### src/rtl/ritc_dac_readback_pkg.sv
// Constants and types shared by the RITC DAC readback receiver and the dual-DAC loader.
package ritc_dac_readback_pkg;

    localparam int RB_NUM_DACS    = 33;
    localparam int RB_DAC_BITS    = 12;
    localparam int RB_CHAIN_BITS  = RB_NUM_DACS * RB_DAC_BITS;   // 396
    localparam int RB_SYNC_STAGES = 2;
    localparam int RB_IDX_W       = 6;                            // 64-entry buffer per RITC
    localparam int RB_CNT_W       = 9;                            // bit counter, saturates at 511

    typedef enum logic [1:0] {
        ST_IDLE    = 2'd0,
        ST_ARMED   = 2'd1,
        ST_CAPTURE = 2'd2,
        ST_DONE    = 2'd3
    } rb_state_t;

    // Control register bits
    localparam int CTRL_ARM   = 0;
    localparam int CTRL_ABORT = 1;

    // Status register bits
    localparam int STAT_ARMED     = 0;
    localparam int STAT_CAPTURING = 1;
    localparam int STAT_DONE      = 2;
    localparam int STAT_LEN_ERR   = 3;
    localparam int STAT_OVERFLOW  = 4;
    localparam int STAT_COUNT_LSB = 16;

    // Buffer window field offsets (read and pointer write share the layout)
    localparam int WIN_WORD_LSB = 0;
    localparam int WIN_IDX_LSB  = 12;
    localparam int WIN_RITC_BIT = 18;

endpackage

### src/rtl/ritc_dac_readback_chan.sv
// One RITC readback lane: MSB-first shift register, bit-in-word counter and word buffer.
module ritc_dac_readback_chan
    import ritc_dac_readback_pkg::*;
#(
    parameter int NUM_DACS = RB_NUM_DACS,
    parameter int DAC_BITS = RB_DAC_BITS
) (
    input  logic                clk_i,
    input  logic                rst_i,
    input  logic                i_clear,
    input  logic                i_sample,
    input  logic                i_dout,
    input  logic                i_we,
    input  logic [RB_IDX_W-1:0] i_wr_idx,
    input  logic [RB_IDX_W-1:0] i_rd_idx,
    output logic [DAC_BITS-1:0] o_rd_word,
    output logic                o_word_ready
);

    localparam int                BIT_W    = $clog2(DAC_BITS);
    localparam logic [BIT_W-1:0]  LAST_BIT = BIT_W'(DAC_BITS - 1);

    logic [DAC_BITS-1:0] r_sr;
    logic [BIT_W-1:0]    r_bit_idx;
    logic                r_word_ready;
    logic [DAC_BITS-1:0] r_ram [2**RB_IDX_W];

    // Shift in one DOUT bit per accepted sample; flag a complete word for one cycle.
    always_ff @(posedge clk_i) begin
        // NOTE: sequential state uses <= so every flop samples pre-edge values, whatever the statement order.
        if (rst_i || i_clear) begin
            r_sr         <= '0;
            r_bit_idx    <= '0;
            r_word_ready <= 1'b0;
        end else begin
            r_word_ready <= 1'b0;
            if (i_sample) begin
                r_sr <= {r_sr[DAC_BITS-2:0], i_dout};
                if (r_bit_idx == LAST_BIT) begin
                    r_bit_idx    <= '0;
                    r_word_ready <= 1'b1;
                end else begin
                    r_bit_idx <= r_bit_idx + 1'b1;
                end
            end
        end
    end

    // Store the completed word one cycle after its last bit; samples are >=2 cycles apart so r_sr is stable.
    always_ff @(posedge clk_i) begin
        // NOTE: the buffer has no reset so it maps to distributed RAM; software only trusts words from a completed capture.
        if (i_we) begin
            r_ram[i_wr_idx] <= r_sr;
        end
    end

    assign o_rd_word    = (i_rd_idx < RB_IDX_W'(NUM_DACS)) ? r_ram[i_rd_idx] : '0;
    assign o_word_ready = r_word_ready;

endmodule

### src/rtl/ritc_dac_readback.sv
// RITC DAC chain readback: rebuilds both RITC DAC chains from DOUT and exposes them on the user bus.
module ritc_dac_readback
    import ritc_dac_readback_pkg::*;
#(
    parameter int NUM_DACS    = RB_NUM_DACS,
    parameter int DAC_BITS    = RB_DAC_BITS,
    parameter int SYNC_STAGES = RB_SYNC_STAGES
) (
    input  logic        clk_i,
    input  logic        rst_i,
    input  logic [1:0]  dac_clock_i,
    input  logic [1:0]  dac_latch_i,
    input  logic [1:0]  dac_dout_i,
    input  logic        user_sel_i,
    input  logic        user_wr_i,
    input  logic        user_rd_i,
    input  logic        user_addr_i,
    input  logic [31:0] user_dat_i,
    output logic [31:0] user_dat_o,
    output logic        capture_done_o
);

    localparam logic [RB_CNT_W-1:0] CHAIN_CNT = RB_CNT_W'(NUM_DACS * DAC_BITS);
    localparam logic [RB_IDX_W-1:0] WORDS_IDX = RB_IDX_W'(NUM_DACS);

    logic [SYNC_STAGES-1:0]      r_clk_dly, r_latch_dly;
    logic [SYNC_STAGES-1:0][1:0] r_dout_sync;
    logic                        r_clk_prev, r_latch_prev;
    rb_state_t                   r_state, w_state_next;
    logic [RB_CNT_W-1:0]         r_bit_count, w_count_next;
    logic [RB_IDX_W-1:0]         r_word_idx, r_ptr_idx;
    logic                        r_len_err, r_overflow, r_ptr_ritc;
    logic [31:0]                 r_dat_o, w_status, w_window;
    logic [DAC_BITS-1:0]         w_rd_word0, w_rd_word1;
    logic                        w_ready0, w_ready1;

    // Bit 1 of the clock/latch taps mirrors bit 0; the other inputs are simply not part of the map.
    logic w_unused;
    assign w_unused = ^{dac_clock_i[1], dac_latch_i[1], user_rd_i, user_dat_i[31:19], user_dat_i[11:2]};

    // Synchronise DOUT and delay the clock/latch taps by the same depth so all three stay aligned.
    always_ff @(posedge clk_i) begin
        if (rst_i) begin
            r_clk_dly    <= '0;
            r_latch_dly  <= '0;
            r_dout_sync  <= '0;
            r_clk_prev   <= 1'b0;
            r_latch_prev <= 1'b0;
        end else begin
            r_clk_dly[0]   <= dac_clock_i[0];
            r_latch_dly[0] <= dac_latch_i[0];
            r_dout_sync[0] <= dac_dout_i;
            for (int i = 1; i < SYNC_STAGES; i++) begin
                r_clk_dly[i]   <= r_clk_dly[i-1];
                r_latch_dly[i] <= r_latch_dly[i-1];
                r_dout_sync[i] <= r_dout_sync[i-1];
            end
            r_clk_prev   <= r_clk_dly[SYNC_STAGES-1];
            r_latch_prev <= r_latch_dly[SYNC_STAGES-1];
        end
    end

    logic w_sample, w_latch, w_ctrl_wr, w_ptr_wr, w_arm, w_abort, w_arm_eff;
    logic w_active, w_count_event, w_in_range, w_accept, w_we;

    assign w_sample      = r_clk_dly[SYNC_STAGES-1] & ~r_clk_prev;
    assign w_latch       = r_latch_dly[SYNC_STAGES-1] & ~r_latch_prev;
    assign w_ctrl_wr     = user_sel_i & user_wr_i & user_addr_i;
    assign w_ptr_wr      = user_sel_i & user_wr_i & ~user_addr_i;
    assign w_arm         = w_ctrl_wr & user_dat_i[CTRL_ARM];
    assign w_abort       = w_ctrl_wr & user_dat_i[CTRL_ABORT];
    assign w_arm_eff     = w_arm & ~w_abort;
    assign w_active      = (r_state == ST_ARMED) || (r_state == ST_CAPTURE);
    assign w_count_event = w_sample & w_active;
    assign w_in_range    = r_bit_count < CHAIN_CNT;
    assign w_accept      = w_count_event & w_in_range & ~w_ctrl_wr;
    assign w_count_next  = (w_count_event && (r_bit_count != '1)) ? r_bit_count + 1'b1 : r_bit_count;
    assign w_we          = (w_ready0 | w_ready1) & (r_word_idx < WORDS_IDX);

    // State register.
    always_ff @(posedge clk_i) begin
        if (rst_i) begin
            r_state <= ST_IDLE;
        end else begin
            r_state <= w_state_next;
        end
    end

    // Next-state logic: abort beats arm, arm beats everything else; a latch ends an active capture.
    always_comb begin
        // NOTE: default first so every path assigns the output and no latch is inferred.
        w_state_next = r_state;
        if (w_abort) begin
            w_state_next = ST_IDLE;
        end else if (w_arm) begin
            w_state_next = ST_ARMED;
        end else begin
            case (r_state)
                ST_ARMED:   if (w_latch) w_state_next = ST_DONE;
                            else if (w_sample) w_state_next = ST_CAPTURE;
                ST_CAPTURE: if (w_latch) w_state_next = ST_DONE;
                default:    w_state_next = r_state;
            endcase
        end
    end

    // Bit counter and error flags; a sample coinciding with the latch is counted before the length check.
    always_ff @(posedge clk_i) begin
        if (rst_i || w_arm_eff) begin
            r_bit_count <= '0;
            r_len_err   <= 1'b0;
            r_overflow  <= 1'b0;
        end else if (w_active && !w_abort) begin
            r_bit_count <= w_count_next;
            if (w_count_event && !w_in_range) r_overflow <= 1'b1;
            if (w_latch) r_len_err <= (w_count_next != CHAIN_CNT);
        end
    end

    // Word index advances once per stored word and never wraps past the chain.
    always_ff @(posedge clk_i) begin
        if (rst_i || w_arm_eff) begin
            r_word_idx <= '0;
        end else if (w_we) begin
            r_word_idx <= r_word_idx + 1'b1;
        end
    end

    ritc_dac_readback_chan #(.NUM_DACS(NUM_DACS), .DAC_BITS(DAC_BITS)) u_chan0 (
        .clk_i(clk_i), .rst_i(rst_i), .i_clear(w_arm_eff), .i_sample(w_accept),
        .i_dout(r_dout_sync[SYNC_STAGES-1][0]), .i_we(w_we), .i_wr_idx(r_word_idx),
        .i_rd_idx(r_ptr_idx), .o_rd_word(w_rd_word0), .o_word_ready(w_ready0)
    );

    ritc_dac_readback_chan #(.NUM_DACS(NUM_DACS), .DAC_BITS(DAC_BITS)) u_chan1 (
        .clk_i(clk_i), .rst_i(rst_i), .i_clear(w_arm_eff), .i_sample(w_accept),
        .i_dout(r_dout_sync[SYNC_STAGES-1][1]), .i_we(w_we), .i_wr_idx(r_word_idx),
        .i_rd_idx(r_ptr_idx), .o_rd_word(w_rd_word1), .o_word_ready(w_ready1)
    );

    // Assemble the status word and the buffer window word.
    always_comb begin
        w_status                                = '0;
        w_status[STAT_ARMED]                    = (r_state == ST_ARMED);
        w_status[STAT_CAPTURING]                = (r_state == ST_CAPTURE);
        w_status[STAT_DONE]                     = (r_state == ST_DONE);
        w_status[STAT_LEN_ERR]                  = r_len_err;
        w_status[STAT_OVERFLOW]                 = r_overflow;
        w_status[STAT_COUNT_LSB +: RB_CNT_W]    = r_bit_count;
        w_window                                = '0;
        w_window[WIN_WORD_LSB +: DAC_BITS]      = r_ptr_ritc ? w_rd_word1 : w_rd_word0;
        w_window[WIN_IDX_LSB +: RB_IDX_W]       = r_ptr_idx;
        w_window[WIN_RITC_BIT]                  = r_ptr_ritc;
    end

    // Read pointer and registered read data.
    always_ff @(posedge clk_i) begin
        if (rst_i) begin
            r_ptr_ritc <= 1'b0;
            r_ptr_idx  <= '0;
            r_dat_o    <= '0;
        end else begin
            if (w_ptr_wr) begin
                r_ptr_ritc <= user_dat_i[WIN_RITC_BIT];
                r_ptr_idx  <= user_dat_i[WIN_IDX_LSB +: RB_IDX_W];
            end
            r_dat_o <= user_addr_i ? w_status : w_window;
        end
    end

    assign user_dat_o     = r_dat_o;
    assign capture_done_o = (r_state == ST_DONE);

endmodule

### config.mk
export PLATFORM = sky130hd
export DESIGN_NAME = ritc_dac_readback
export DESIGN_NICKNAME = d
export VERILOG_FILES = /design/src/rtl/ritc_dac_readback_pkg.sv /design/src/rtl/ritc_dac_readback_chan.sv /design/src/rtl/ritc_dac_readback.sv
export SDC_FILE = /design/constraint.sdc
export NUM_CORES = 1
export LEC_CHECK = 0
export ABC_CLOCK_PERIOD_IN_PS = 2500
export CAP_MARGIN = 40
export CORE_ASPECT_RATIO = 0.9
export CORE_UTILIZATION = 56
export CTS_CLUSTER_SIZE = 12
export DETAILED_ROUTE_END_ITERATION = 8
export GPL_ROUTABILITY_DRIVEN = 0
export HOLD_SLACK_MARGIN = 0.03
export PLACE_DENSITY = 0.78
export SLEW_MARGIN = 15
export SYNTH_ARGS = -nofsm -noshare
export SYNTH_HDL_FRONTEND = slang
export SYNTH_SLANG_ARGS = --single-unit
### constraint.sdc
create_clock -name clk_i -period 2.5 [get_ports clk_i]
set_input_delay 0.5 -clock clk_i [delete_from_list [all_inputs] [get_ports clk_i]]
set_output_delay 0.5 -clock clk_i [all_outputs]
set_load 0.02 [all_outputs]
==> out/summary.md, run 1 <==
By area the synthesized netlist is led by edfxtp_1 (74%), mux4_2 (12%), dfxtp_1 (3.2%). Max-slew violation total from the final report: 0. At the pin with the least slew margin, the transition time is 0.768 ns. The hold violation count in the final report was 0. The required time of the worst setup path is 3.14 ns, and the mean post-synth cell area is 20.8 sq um.

By count the netlist is led by edfxtp_1 (1536), mux4_2 (325), a22oi_1 (124), nand2_1 (112), a21oi_1 (105). The clock root buffer master is clkbuf_16. Row generation in the floorplan step produced 115 rows.

After layout, the minimum clock period comes to 2.58 ns. In this run, synthesis produced a sequential element count of 1637. Filler cell count: 6446. Across the VDD grid, the largest voltage drop is 0.672 mV. The worst register-to-register path has a setup slack of -0.08 ns. The portion of synthesized cell area occupied by the leading cell type came out at 0.740. The H-tree generated during clock tree synthesis spans 4 levels. Measured along the x axis, the die boundary spans 354 um. Setup repair after global routing could not meet its margin everywhere. The share of async-settable or async-resettable flops after synthesis works out to 0. The tools report the full die area as 113000 sq um. The core region is 110000 sq um. The share of the core filled with cells in the final layout was 0.698; the number of buffers added on ports was 43. After clock tree synthesis, the flow added hold-fix buffers numbering 0. The count of antenna diodes in the layout is 0.

For this run, the post-layout net count is 4165. Detailed placement ended at an HPWL of 82.0 mm. Synthesis instantiated 61 different standard cells from the library. Dividing the detail-routed wire length by the instance count gives 25.6 um.

The portion of the clock cycle consumed by the worst path in the final layout was 1.03; the slack of the critical path was -0.0842 ns. The number of violations reported at the end of detailed-routing iteration 0 came out at 3925. During synthesis, Yosys emitted a total of 0 warnings.

Clock-pin slew was measured on the worst setup and hold paths at 0.06 ns. Across the whole layout, storage elements account for 48200 sq um. The logs give 0 for the number of max-cap violations and 26.4 nW for the leakage component of the power. The kind of launch point of the worst setup path was a flop. In this run the worst hold path is classified as input pin to flop. The tools report the placed instance area as 69800 sq um.

TritonCTS built the clock tree. Counting every instance in the synthesized netlist gives 2990. The largest fanout on the critical path is 8, and the global router's overall resource usage is 0.245. The number of buffers added by the clock tree synthesis step was 160; the synthesized area was 62300 sq um.

The pre-antenna-repair detailed-routing pass consisted of 6 iterations. From bottom edge to top edge, the die measures 318 um. The flow ran to the end, but the final reports show violations. The clock passes through at most 3 buffers.

For the number of I/O pins, the log shows 77. The main flop type after synthesis is edfxtp_1. The number of synthesized flops with an enable pin works out to 1536.

The synthesized design spends more area on one cell type than any other, namely edfxtp_1. The tools report the remaining number of nets flagged by the antenna check after routing as 0. At the later pin of the worst-skew pair, clock insertion delay measures 0.78 ns. The via density per instance was 5.86. From synthesis to final layout, the design area changed by 23.1%. The logs give 0.0279 ns for the final worst clock skew and 0.773 for the sequential area share after synthesis.

The run gives 0.387 GHz as the highest attainable clock frequency. The setup-violating endpoint count in the final report was 9. The run gives 0.567 as the initial core utilization. The number of remaining DRC errors is 0, and the number of antenna violations at the first check in global routing is 0.

The first global-routing pass estimated 203 mm of wire. The critical path in this run is classified as flop to flop. Summed over all layers, the routed wires come to 146 mm. The post-route cell area was 76700 sq um. Among all cell types in the netlist, the one instantiated most often is edfxtp_1. Entering global routing, the biggest net connects 67 pins.

In the final layout, the multi-input gates occupy 16700 sq um. The worst setup path is captured at a flop. For the worst setup path, the data arrival time is 3.22 ns.

The run gives 0.488 as the worst slew margin relative to its limit. The fraction of final layout cells with drive strength greater than 1 is 0.277, and the CTS sink count is 1637. The via count of the first global-routing pass is 33400. For the remaining global-route overflow, the log shows 0. The final reports fail on setup timing. The run gives 33300 as the total via count after detailed routing.

The power density normalized to cell area works out to 714 nW/um^2.
==> where the power goes <==
| part | internal [mW] | switching (mW) |
|---|---|---|
| logic | 0.903 | 1.06 |
| clock network | 12.6 | 9.94 |
| registers | 30.1 | 0.147 |
==> state kept, by name, summed over array words and instances (netlist names), 4 cells and up, named ones only <==
name / cells
r_dout_sync: 4
u_chan0.r_bit_idx: 4
u_chan0.r_sr: 12
u_chan0.r_ram: 768
u_chan1.r_bit_idx: 4
r_ptr_idx: 6
u_chan1.r_ram: 768
r_word_idx: 6
r_bit_count: 9
user_dat_o: 25
u_chan1.r_sr: 12
==> cell families after synthesis <==
| group | count (synthesis) | synth area share |
|---|---|---|
| compound gates | 345 | 0.0374 |
| xor+xnor | 9 | 0.00127 |
| fa+ha+maj | 9 | 0.00181 |
| buf+inv | 173 | 0.0133 |
| flops | 1637 | 0.773 |
| mux | 469 | 0.146 |
| other cells | 1 | 0.0000602 |
| simple gates | 347 | 0.0270 |
==> critical path: stages, from the launching register on <==
cell,delay (ns)
dfxtp_4,0.40
buf_4,0.13
buf_12,0.13
clkbuf_16,0.18
buf_4,0.11
mux2_2,0.33
a221oi_2,0.36
a21boi_1,0.28
o221ai_2,0.17
o2111ai_2,0.13
buf_4,0.17
a22oi_2,0.06
==> worst paths after layout <==
check	from	endpoint	cells past startpoint
worst max-delay path	flop	user_dat_o[0]	11
worst max register to register	flop	user_dat_o[0]	11
worst min-delay path	dac_latch_i[0]	r_latch_dly[0]	2
worst min register to register	r_dout_sync[2]	u_chan0.r_sr[0]	2
==> what timing repair did <==
| item | CTS | global route |
|---|---|---|
| gates resized for setup | 88 | 143 |
| pin swaps | 7 | 39 |
| buffers inserted | 14 | 57 |
| cloned | 6 | 14 |
| endpoints found under the hold margin | 0 | 0 |
| setup endpoints to repair | 38 | 12 |
==> per-stage QoR <==
| stage | TNS, ns | cells | hold WS (ns) | power [mW] | setup WS, ns |
|---|---|---|---|---|---|
| after floorplan | -87.22 | 3668 | 0.414 | 31.7 | -0.218 |
| after global placement | -1.85 | 5315 | 0.422 | 32.3 | -0.373 |
| after detailed placement | -2.46 | 5322 | 0.428 | 32.4 | -0.429 |
| after CTS | -0.405 | 5619 | 0.254 | 54.7 | -0.106 |
| after global routing | -1.42 | 5689 | 0.279 | 56.2 | -0.166 |
| final | -0.578 | 5689 | 0.289 | 54.7 | -0.0842 |
==> layer usage <==
metal,GRT usage,wire (um),vias to the layer above
li1,-,-,14000
met1,0.318,52900,17200
met2,0.410,74200,1815
met3,0.0550,13200,352
met4,0.0883,5610,0
met5,0,0,-
==> layout make-up <==
cell class,count,share of cell area
Sequential cell,1637,0.628
Inverter,9,0.000441
Tap cell,1462,0.0239
Clock buffer,258,0.0597
Timing Repair Buffer,446,0.0674
Clock inverter,19,0.00268
Multi-Input combinational cell,1858,0.217
==> cell usage in the layout, fill, tap and decap left out, drive strengths merged, types with 5 or more instances in the layout <==
cell           instances
a2111oi                5
a211oi                 7
a21oi                105
a221oi                10
a22o                  12
a22oi                124
a31oi                  7
and2                  18
buf                  389
clkbuf               271
clkdlybuf4s50         42
clkinv                12
conb                 679
dfxtp                101
edfxtp              1536
ha                     9
inv                   15
mux2                  30
mux2i                 95
mux4                 344
nand2                112
nand2b                18
nand3                 13
nand3b                 5
nor2                  89
nor2b                 25
nor3                  14
nor3b                 12
nor4                  21
o211ai                 9
o21ai                 19
o221a                  9
o221ai                 5
o22ai                 19
or3                    6
xor2                   6
Note: power is estimated with default switching activity, not from simulation.
==> run 2: changes to the inputs <==
--- a/config.mk
+++ b/config.mk
@@ -8,13 +8,14 @@
 export ABC_CLOCK_PERIOD_IN_PS = 2500
 export CAP_MARGIN = 40
 export CORE_ASPECT_RATIO = 0.9
-export CORE_UTILIZATION = 56
+export CORE_UTILIZATION = 52
 export CTS_CLUSTER_SIZE = 12
 export DETAILED_ROUTE_END_ITERATION = 8
 export GPL_ROUTABILITY_DRIVEN = 0
 export HOLD_SLACK_MARGIN = 0.03
-export PLACE_DENSITY = 0.78
+export PLACE_DENSITY = 0.74
 export SLEW_MARGIN = 15
 export SYNTH_ARGS = -nofsm -noshare
 export SYNTH_HDL_FRONTEND = slang
+export SYNTH_HIERARCHICAL = 1
 export SYNTH_SLANG_ARGS = --single-unit
==> run 2 against run 1 <==
Utilization is 6.5 points lower. Sequential share of layout area is 1.4 points lower. Final area is 45% lower. Clock skew is 0.0020 ns higher. The flow still finishes with violations (setup timing). Largest cell class unchanged. Routed wire length is 45% lower. Clock-buffer cell count is 117 lower. Critical endpoint is now user_dat_o[1]. Final cell count is 44% lower. Global-route usage is 1.3 points lower.
==> out/summary.md, run 2 <==
The tools report the half-perimeter wire length of the detailed placement result as 50.3 mm. The logs give 19200 for the total via count after detailed routing and 2193 for the number of violations reported at the end of detailed-routing iteration 0. The mean post-synth cell area works out to 17.5 sq um. For the required time of the worst setup path, the log shows 3.01 ns. The remaining global-route overflow was 0. For flop-to-flop paths, the worst setup slack is -0.06 ns. The largest area contributor in the netlist is edfxtp_1. Derived from the worst setup path, the maximum achievable clock frequency is 0.390 GHz. The tools report the leakage component of the power as 13.8 nW. The run gives 77 as the number of I/O pins.

The first global-routing pass estimated 117 mm of wire. The run gives 0.233 as the global router's overall resource usage. The cell with the most instances after synthesis is edfxtp_1.

By count the netlist is led by edfxtp_1 (792), mux2i_1 (264), nor2_1 (155), a22oi_1 (96), mux4_2 (96). The H-tree was split into 3 levels. The synthesized area was 35000 sq um; the number of warnings issued by yosys was 6. The floorplan step defined a die boundary enclosing 68300 sq um. The detail route stage leaves a number of antenna-violating nets equal to 0.

The startpoint identified for the worst register-to-register timing path is r_ptr_idx[0]. Width of the die: 275 um. In the final routed layout, each cell accounts on average for 25.5 um. The library cells used most frequently in the layout, excluding fill and tap cells, are edfxtp_1 (792), mux2i_1 (249), buf_4 (134), nor2_1 (112). The number of buffers added on ports is 43. In this run the worst path has a maximum fanout of 5.

The fraction of final layout cells with drive strength greater than 1 works out to 0.251. The number of antenna violations at the first check in global routing is 2, and the number of cells produced by synthesis is 2000. The worst hold path belongs to the class input pin to flop. The worst hold path terminates at r_dout_sync[1]. The number of library cell types mapped by synthesis came out at 52. STA classifies the critical path startpoint as a flop.

The smallest clock period supported by the final layout is computed as 2.56 ns. The sequential area share after synthesis was 0.734. The compound-gate portion of the synthesized area was 0.0414.

The share of async-settable or async-resettable flops after synthesis was 0; the minimum setup slack after placement was -0.149 ns. Setup repair after global routing could not meet its margin everywhere. The tools report the number of remaining DRC errors as 0. Adder and majority cell fraction of the synthesized area: 0.00322. The initial core utilization is 0.530.

Counting instances, the worst hold path has a depth of 2. The deepest clock path buffer count was 3; the portion of synthesized cell area occupied by the leading cell type was 0.680. The flow ran to the end, but the final reports show violations.

The worst setup path is of the flop to flop kind. Data on the critical path arrives at its endpoint at 3.07 ns. After clock tree synthesis, the clock-pin slew on the worst setup and hold paths is 0.06 ns.

The first detailed-routing pass ran for 6 iterations. 0 antenna diodes ended up in the layout. The setup-violating endpoint count in the final report is 4. In this run the clock root is driven by a clkbuf_16. The slack of the critical path came out at -0.0610 ns. The tools report the capture point of the worst reg-to-reg path as user_dat_o[1].

The most critical setup path has its startpoint at r_ptr_idx[0]. The number of storage elements in the synthesis netlist came out at 887. At the pin with the least slew margin, the transition time is 0.832 ns.

Dominant combinational cell family by area after synthesis: multiplexers. Portion of the clock cycle consumed by the worst path in the final layout: 1.02. For the core area, the log shows 66000 sq um. Main flop type after synthesis: edfxtp_1.

Via count of the first global-routing pass: 19100. Critical path capture point type: a flop. Dividing total power by cell area gives a power density of 701 nW/um^2. The number of max-cap violations was 0; the worst slew margin relative to its limit was 0.445. The max-slew violation total from the final report was 0; the via density per instance was 6.08. Maximum vdd drop: 0.715 mV. The final worst clock skew was 0.0299 ns. Counting the buffers created by CTS gives 89. In this run the core area contains 89 standard-cell rows. The worst register-to-register path has a depth of 11. The final layout contains routed wiring with a total length of 80.4 mm. The clock latency reported for the late side of the worst-skew pair was 0.63 ns. Relative to the synthesized area, the layout overhead comes to 19.5%. The clock net in this run drives a total of 887 sinks. The share of the core filled with cells in the final layout was 0.633; the simple logic cell fraction of the synthesized area was 0.0527.

After synthesis, the cell types taking the most area are edfxtp_1 (68%), mux2i_1 (7.6%), mux4_2 (6.2%). The number of synthesized flops with an enable pin works out to 792. The tools report the number of nets in the layout as 2283. The most common cell after layout, fill and taps aside is edfxtp_1. Measured along the y axis, the die boundary spans 248 um.

After routing, the total negative slack on setup checks comes to -0.153 ns. The area share of xor/xnor cells in the synthesized design works out to 0.00275. The hold path startpoint was dac_dout_i[1]. TritonCTS built the clock tree. Across all hold checks on the routed design, the worst slack comes to 0.430 ns.

The final reports fail on setup timing. The multiplexer share of the synthesized area was 0.145; the hold violation count in the final report was 0. Entering global routing, the biggest net connects 41 pins.
[run 2: cell count changes in the layout (fill, tap and decap cells not counted), sizes merged, moves of 28 or more]
cell / delta
edfxtp: -744
conb: -672
mux4: -248
buf: -175
mux2i: +169
clkbuf: -126
nor2: +66
a21oi: -59
nand2: -59
a22oi: -28
[run 2: what timing repair did]
action                                  CTS  global route
pin swaps                                 2             7
setup buffers                             4            17
cloned                                    0             4
resized for setup                        13            84
endpoints found under the setup margin   33           249
hold buffers                              0             0
[run 2: logic make-up after synthesis]
kind of cell,count (synthesis)
and+or+nand+nor,363
muxes,384
AOI/OAI and AO/OA,209
buffers and inverters,136
other,1
DFF,887
adders and majority gates,9
xor gates and xnor gates,11
[run 2: worst max path at each step]
stage                           endpoint  slack (ns)  depth (start not counted)
floorplan           u_chan0/r_ram[31][0]       -0.11                          6
global placement           user_dat_o[4]       -0.13                          9
detailed placement         user_dat_o[6]       -0.15                          8
CTS                        user_dat_o[4]       -0.02                         10
global route               user_dat_o[1]       -0.10                         11
finish                     user_dat_o[1]       -0.06                         11
[run 2: area by class of cell]
type                            instances  area (sq um)
Clock inverter                         14           131
Multi-Input combinational cell        983          9270
Inverter                                8          30.0
Clock buffer                          141          2590
Timing Repair Buffer                  261          3010
Fill cell                            4343         24200
Tap cell                              864          1080
Sequential cell                       887         25700
[run 2: metrics by stage]
stage          area [sq um]  instances  power, mW
4_1_cts               41100       3134       29.4
3_3_place_gp          38200       2973       17.0
3_5_place_dp          38200       2975       17.1
2_1_floorplan         35300       2006       16.8
6_report              41800       3158       29.3
5_1_grt               41800       3158       30.1
[run 2: routing by layer]
metal / GRT usage / wire [um] / share of wire
met2: 0.347 / 36900 / 0.46
met1: 0.338 / 33900 / 0.42
met3: 0.0540 / 7510 / 0.093
met4: 0.0798 / 1970 / 0.024
met5: 0 / 11 / 0.00014
[run 2: critical path, stage by stage (launching register included)]
cell      delay [ns]
dfxtp_4         0.38
buf_12          0.13
buf_8           0.12
buf_4           0.11
mux4_2          0.50
mux2i_2         0.26
and2_1          0.20
o311ai_2        0.12
mux2i_1         0.35
nor2_1          0.10
a21oi_1         0.13
nor2_1          0.05
[run 2: where the power goes]
group          switching (mW)  internal (mW)  total (mW)
logic                   0.516          0.386       0.902
clock network            5.20           7.26        12.5
registers              0.0295           15.9        16.0
total                    5.74           23.6        29.3
